### src/rtl/tdm_demux_pkg.sv
// Shared constants and types for the 1:4 TDM demultiplexer.
// Optional shadow-bank build: TDM_DEMUX_DOUBLE_BUF_EN.
package tdm_demux_pkg;

    localparam int NCH  = 4;
    localparam int CH_W = 2;

    typedef enum logic {
        ST_HUNT   = 1'b0,
        ST_LOCKED = 1'b1
    } state_t;

    // One-hot channel strobe for a channel index.
    function automatic logic [NCH-1:0] onehot(input logic [CH_W-1:0] sel);
        logic [NCH-1:0] v;
        v = '0;
        v[sel] = 1'b1;
        return v;
    endfunction

endpackage

### src/rtl/demux_1x4_reg.sv
// Four WIDTH-bit channel registers with indexed write, parallel load
// and a registered per-channel update strobe.
import tdm_demux_pkg::*;

module demux_1x4_reg #(
    parameter int WIDTH = 1
) (
    input  logic                 clk,
    input  logic                 rst,
    input  logic [CH_W-1:0]      sel,
    input  logic                 we,
    input  logic [WIDTH-1:0]     din,
    input  logic                 load,
    input  logic [NCH*WIDTH-1:0] load_data,
    output logic [NCH*WIDTH-1:0] q,
    output logic [NCH-1:0]       strobe
);

    logic [WIDTH-1:0] bank [NCH];

    // Parallel load wins over a single-channel write.
    always_ff @(posedge clk) begin
        if (rst) begin
            for (int k = 0; k < NCH; k++) begin
                bank[k] <= '0;
            end
            strobe <= '0;
        end else if (load) begin
            for (int k = 0; k < NCH; k++) begin
                bank[k] <= load_data[k*WIDTH +: WIDTH];
            end
            strobe <= '1;
        end else if (we) begin
            bank[sel] <= din;
            strobe    <= onehot(sel);
        end else begin
            strobe <= '0;
        end
    end

    // Flatten the bank so channel k sits at bits [k*WIDTH +: WIDTH].
    always_comb begin
        q = '0;
        for (int k = 0; k < NCH; k++) begin
            q[k*WIDTH +: WIDTH] = bank[k];
        end
    end

endmodule

### src/rtl/tdm_demux_1x4.sv
// 1:4 TDM demultiplexer: frame alignment, flywheel, resync, error pulse.
// Optional shadow bank (whole-frame dout update): TDM_DEMUX_DOUBLE_BUF_EN.
import tdm_demux_pkg::*;

module tdm_demux_1x4 #(
    parameter int WIDTH = 1
) (
    input  logic                 clk,
    input  logic                 rst,
    input  logic [WIDTH-1:0]     din,
    input  logic                 din_valid,
    input  logic                 frame_sync,
    output logic [NCH*WIDTH-1:0] dout,
    output logic [NCH-1:0]       ch_valid,
    output logic                 frame_done,
    output logic                 sync_err,
    output logic                 locked
);

    state_t            state;
    state_t            state_n;
    logic [CH_W-1:0]   cnt;
    logic [CH_W-1:0]   cnt_n;
    logic              wr_en;
    logic [CH_W-1:0]   wr_sel;
    logic              done_n;
    logic              err_n;

    // State, channel counter and event pulses.
    always_ff @(posedge clk) begin
        if (rst) begin
            state      <= ST_HUNT;
            cnt        <= '0;
            frame_done <= 1'b0;
            sync_err   <= 1'b0;
        end else begin
            state      <= state_n;
            cnt        <= cnt_n;
            frame_done <= done_n;
            sync_err   <= err_n;
        end
    end

    // Next state, write select and pulse requests.
    always_comb begin
        state_n = state;
        cnt_n   = cnt;
        wr_en   = 1'b0;
        wr_sel  = '0;
        done_n  = 1'b0;
        err_n   = 1'b0;
        unique case (state)
            ST_HUNT: begin
                if (din_valid && frame_sync) begin
                    wr_en   = 1'b1;
                    cnt_n   = CH_W'(1);
                    state_n = ST_LOCKED;
                end
            end
            ST_LOCKED: begin
                if (din_valid) begin
                    wr_en = 1'b1;
                    if (frame_sync) begin
                        // Sync always restarts the frame at channel 0.
                        wr_sel = '0;
                        cnt_n  = CH_W'(1);
                        err_n  = (cnt != '0);
                    end else begin
                        wr_sel = cnt;
                        cnt_n  = cnt + 1'b1;
                        done_n = (cnt == CH_W'(NCH - 1));
                    end
                end
            end
            default: begin
                state_n = ST_HUNT;
            end
        endcase
    end

    assign locked = (state == ST_LOCKED);

`ifdef TDM_DEMUX_DOUBLE_BUF_EN

    logic [NCH*WIDTH-1:0] shadow_q;
    logic [NCH-1:0]       shadow_strobe;
    logic [NCH*WIDTH-1:0] frame_data;

    // The channel 3 sample joins the shadow contents on the final write.
    always_comb begin
        frame_data = shadow_q;
        frame_data[(NCH-1)*WIDTH +: WIDTH] = din;
    end

    demux_1x4_reg #(
        .WIDTH (WIDTH)
    ) u_shadow (
        .clk       (clk),
        .rst       (rst),
        .sel       (wr_sel),
        .we        (wr_en),
        .din       (din),
        .load      (1'b0),
        .load_data ('0),
        .q         (shadow_q),
        .strobe    (shadow_strobe)
    );

    demux_1x4_reg #(
        .WIDTH (WIDTH)
    ) u_out (
        .clk       (clk),
        .rst       (rst),
        .sel       (wr_sel),
        .we        (1'b0),
        .din       (din),
        .load      (done_n),
        .load_data (frame_data),
        .q         (dout),
        .strobe    (ch_valid)
    );

`else

    demux_1x4_reg #(
        .WIDTH (WIDTH)
    ) u_out (
        .clk       (clk),
        .rst       (rst),
        .sel       (wr_sel),
        .we        (wr_en),
        .din       (din),
        .load      (1'b0),
        .load_data ('0),
        .q         (dout),
        .strobe    (ch_valid)
    );

`endif

endmodule

### config.mk
export PLATFORM = sky130hd
export DESIGN_NAME = tdm_demux_1x4
export DESIGN_NICKNAME = d
export VERILOG_FILES = /design/src/rtl/tdm_demux_pkg.sv /design/src/rtl/demux_1x4_reg.sv /design/src/rtl/tdm_demux_1x4.sv
export SDC_FILE = /design/constraint.sdc
export NUM_CORES = 1
export LEC_CHECK = 0
export BUFFER_PORTS_ARGS = -buffer_cell sky130_fd_sc_hd__buf_4
export CAP_MARGIN = 20
export CORE_MARGIN = 2
export CORE_UTILIZATION = 27
export DETAILED_ROUTE_END_ITERATION = 12
export PLACE_DENSITY_LB_ADDON = 0.12
export SLEW_MARGIN = 20
export SYNTH_ARGS = -nofsm -noshare
export SYNTH_HDL_FRONTEND = slang
export SYNTH_HIERARCHICAL = 1
export SYNTH_SLANG_ARGS = --single-unit
### constraint.sdc
create_clock -name clk -period 1.7 [get_ports clk]
set_clock_uncertainty 0.1 [all_clocks]
set_input_delay 0.34 -clock clk [delete_from_list [all_inputs] [get_ports clk]]
set_output_delay 0.34 -clock clk [all_outputs]
set_load 0.02 [all_outputs]
Word-level counts from Yosys, hierarchy flattened
Memories as Yosys holds them, arrays and structs flattened.
Index checks and enable logic that the tools add are counted.

word-level totals
  bits in writable memories = 4
  memories kept = 1
  bits of input ports = 5
  register bits = 9
  logic and storage cells = 45

cells by class
  magnitude comparators = 2
  bitwise operators = 4
  mux-type cells = 21
  equality and inequality tests = 3
  add/sub/neg operators = 1
  reduce and logical (&&, ||, !) cells = 8

memory list
  memory      words  bits a word  rd ports  clocked after Yosys merged registers in  wr ports  line                 RTL
  u_out.bank  4      1            4         0                                        4         demux_1x4_reg.sv:19  logic [WIDTH-1:0] bank [NCH];

operator list
  operator               number
  $mux W2                7
  $mux W1                11
  $reduce_or A4 Y1       2
  $ne A2 B2 Y1 const B   2
  $not A1 Y1             4
  $pmux W2 S2            1
  $lt A2 B3 Y1 const B   1
  $add A2 B1 Y2 const B  1
  $demux W1 S2           1
  $eq A2 B2 Y1 const B   1
  $ge A2 B1 Y1 const B   1
  $logic_and A1 B1 Y1    2
  $pmux W1 S2            1
  $reduce_and A2 Y1      1
  $reduce_bool A2 Y1     1
  $reduce_or A2 Y1       1
  $reduce_or A1 Y1       1

Longest topological paths before layout
  depth after elaboration = 8
  gate-level depth with buffers = 4

Modules after synthesis
Netlist, hierarchy kept.

by module, submodules not included
  module         area each (um^2)  cells an instance  instances
  demux_1x4_reg  385.4             36                 1
  tdm_demux_1x4  237.7             23                 1

Worst setup path before layout
OpenSTA, ideal clock, no wires.

  kind = flip-flop to flip-flop
  start = register state (netlist: locked)
  end = memory u_out.bank[0], enable pin
  stages on the path, launching flop included = 5
  buffers on the path = 0
  period minus slack after synthesis = 1.624 ns
  slack = 0.076 ns
  data arrival time = 1.232 ns
  setup time = 0.292 ns
  data required time = 1.308 ns
  cell sequence = dfxtp_1 -> o21ai_2 -> inv_1 -> or3b_1 -> nand2_1

RTL lines
  element                 line                 RTL
  start, declared         tdm_demux_1x4.sv:20  state_t state;
  start signal, assigned  tdm_demux_1x4.sv:37  state <= state_n;
  end, declared           demux_1x4_reg.sv:19

==> results.yml <==
global_routing:
  groute.usage.overall_pct: 10.10
  grt_overflow: 0
  grt_pass1_wl_um: 1876
  grt_max_degree: 14
  antenna_found_initial: 0
  grt_pass1_vias: 448
route:
  drc: 0
  wl_met2_um: 617
  routedWlPerCell_um: 10.72
  drt_first_pass_iters: 3
  vias_per_cell: 4.418
  ant_nets: 0
  num_vias: 486
  top_layer_used: "met4"
  first_iter_violations: 10
  m1WireLength_um: 482
  route.met3.wl_um: 49
  wirelength_um: 1179
hold_path:
  whs_path_depth: 2
  hold_path_end: "u_out/strobe[0]"
  worstHoldStart: "rst"
  holdCritPathClass: "primary input to flop"
placement:
  dp_hpwl_um: 864.8
  numPortBuffers: 15
  gp_congestion: 0.7443
worst_setup_path:
  r2r_cells: 4
  crit_start: "locked"
  reg2reg_slack_ns: 0.11
  cp_cell_sequence: "o21ai_2, inv_1, or3b_1, nand2_1"
  slowest_delay_ns: 0.43
  end_kind: "flop"
  cp_slowest_cell: "dfxtp_1"
  startpoint_type: "flop"
  required_ns: 1.59
  arrival_ns: 1.49
  critical_path_buf_inv_count: 1
  crit_fanout: 8
  cp_top_family: "simple AND/OR/NAND/NOR gates"
  r2r-end: "u_out/bank[0]"
  crit_type: "flop to flop"
  r2r_start: "locked"
floorplan:
  start_util_pct: 28.44
  die_h_um: 52.04
  fp-row-count: 17
  ios: 16
  dieArea_mm2: 0.002708
  core-area_mm2: 0.002191
  die_x_um: 52.04
pwr:
  power.leakage_nw: 0.3350
  finalPower_uw: 631.7
  p_per_area_mw_per_mm2: 786.4
  irDropWorstVdd_uv: 368.6
synthesis:
  ys_warn_count: 6
  synth-edff-count: 4
  ys_seq_area_share_pct: 48.19
  syn_avg_cell_area_um2: 10.56
  syn_inst: 59
  ys_ff_latch: 13
  synth_area_um2: 623.1
  synth_ff_type: "dfxtp_1"
  async_flop_share_pct: 0
  synthDistinctLibCells: 26
timing:
  fin_crit_sh_pct: 93.67
  finalCriticalPeriod_ns: 1.592
  setup_tns_ns: 0
  setup-violations-final: 0
  finalHoldViolations: 0
  rsz0062_at_grt: "false"
  slew_violations: 0
  max_freq_mhz: 628.0
clocking:
  clkSinkCount: 13
  cts_tree: "done"
  htreeDepth: 1
  cts_hold_buf: 0
  numCtsBuffers: 3
  clkLatencyLatePin_ns: 0.27
  cts.reportedPaths.clkPinSlew_ns: 0.08
  clock-root-buffer: "clkbuf_4"
  clockBufferDepth: 2
finish:
  register_area_um2: 300.3
  drive_gt1_share_pct: 31.71
  layout_common_cells: "buf_4 (16), dfxtp_1 (9), conb_1 (8)"
  areaGrowthSynthToFinish_pct: 28.92
  num-fill-cells: 226
  antenna_cells: 0
  num-nets-final: 90
  multi_input_area_um2: 302.8
  final_common_cell: "buf_4"
flow_run:
  cap_violations: 0
outcome:
  status: "finished, final reports clean"
-- report_power, final --
| group | internal (mW) | switching, mW | leakage (nW) |
|---|---|---|---|
| clock network | 0.0907 | 0.0996 | 0.0150 |
| logic | 0.0418 | 0.0552 | 0.202 |
| registers | 0.337 | 0.00786 | 0.118 |
-- worst max-delay path by stage --
stage,cells after the start,end,slack [ns]
2_1_floorplan,4,u_out/bank[0],0.08
3_3_place_gp,5,u_out/bank[0],0.03
3_5_place_dp,5,u_out/bank[1],0.05
4_1_cts,4,u_out/bank[0],0.11
5_1_grt,4,u_out/bank[0],0.01
6_report,4,u_out/bank[0],0.11
-- final cells by class --
type,instances,share of cell area (%)
clock buffer,4,3.271
tap,28,4.361
multi-input combinational,44,37.69
inverter,5,2.336
timing repair buffer,16,14.95
sequential,13,37.38
-- through the flow --
stage	setup WS (ns)	utilization, %	cell area, µm²	hold slack, ns	std cells
4_1_cts	0.1101	36.55	800.8	0.2292	110
2_1_floorplan	0.07584	-	649.4	0.3024	66
6_report	0.1076	36.66	803.3	0.2320	110
5_1_grt	0.01401	36.66	803.3	0.2357	110
3_3_place_gp	0.03061	35.35	774.5	0.4292	106
3_5_place_dp	0.04608	35.35	774.5	0.4318	106
-- flip-flops by register name (all words and copies together) (netlist names) --
| register | count |
|---|---|
| cnt | 2 |
| frame_done | 1 |
| locked | 1 |
| sync_err | 1 |
| u_out/bank | 4 |
| u_out/strobe | 4 |
-- routing by layer --
layer | track usage [%] | vias to the layer above
met3 | 2.586 | 4
met2 | 17.30 | 11
met4 | 7.895 | 0
met5 | 0 | -
li1 | - | 248
met1 | 10.34 | 223
-- Yosys cell counts, types with 2 or more instances --
library cell / number / area (µm²)
a21oi_1: 4 / 20.02
a32o_1: 3 / 30.03
buf_4: 4 / 30.03
dfxtp_1: 9 / 180.2
edfxtp_1: 4 / 120.1
ha_1: 2 / 25.02
inv_1: 5 / 18.77
nand2_1: 4 / 15.01
nand3b_1: 3 / 22.52
nor2_1: 4 / 15.01
nor2b_1: 2 / 12.51
-- cells by family (layout without fill, tap and decap cells) --
| logic type | count (synthesis) | count (layout) | share of synthesized area [%] |
|---|---|---|---|
| adders and majority gates | 2 | 2 | 4.015 |
| AOI/OAI and AO/OA | 12 | 12 | 16.87 |
| buffers and inverters | 9 | 25 | 7.832 |
| other | 1 | 8 | 0.6018 |
| and+or+nand+nor | 22 | 22 | 22.49 |
| DFF | 13 | 13 | 48.19 |
-- timing repair --
| action | in CTS | in global routing |
|---|---|---|
| resized for setup | 0 | 1 |
| setup buffers | 0 | 0 |
| hold endpoints to repair | 0 | 0 |
| setup endpoints to repair | 0 | 2 |
-- worst register-to-register path: cells and delay by family, from the launching register on --
kind            cells  cell delay, ns
compound gates      1            0.10
buf+inv             1            0.18
flops               1            0.43
simple gates        2            0.50
No activity file was read; power rests on OpenSTA's default activity.
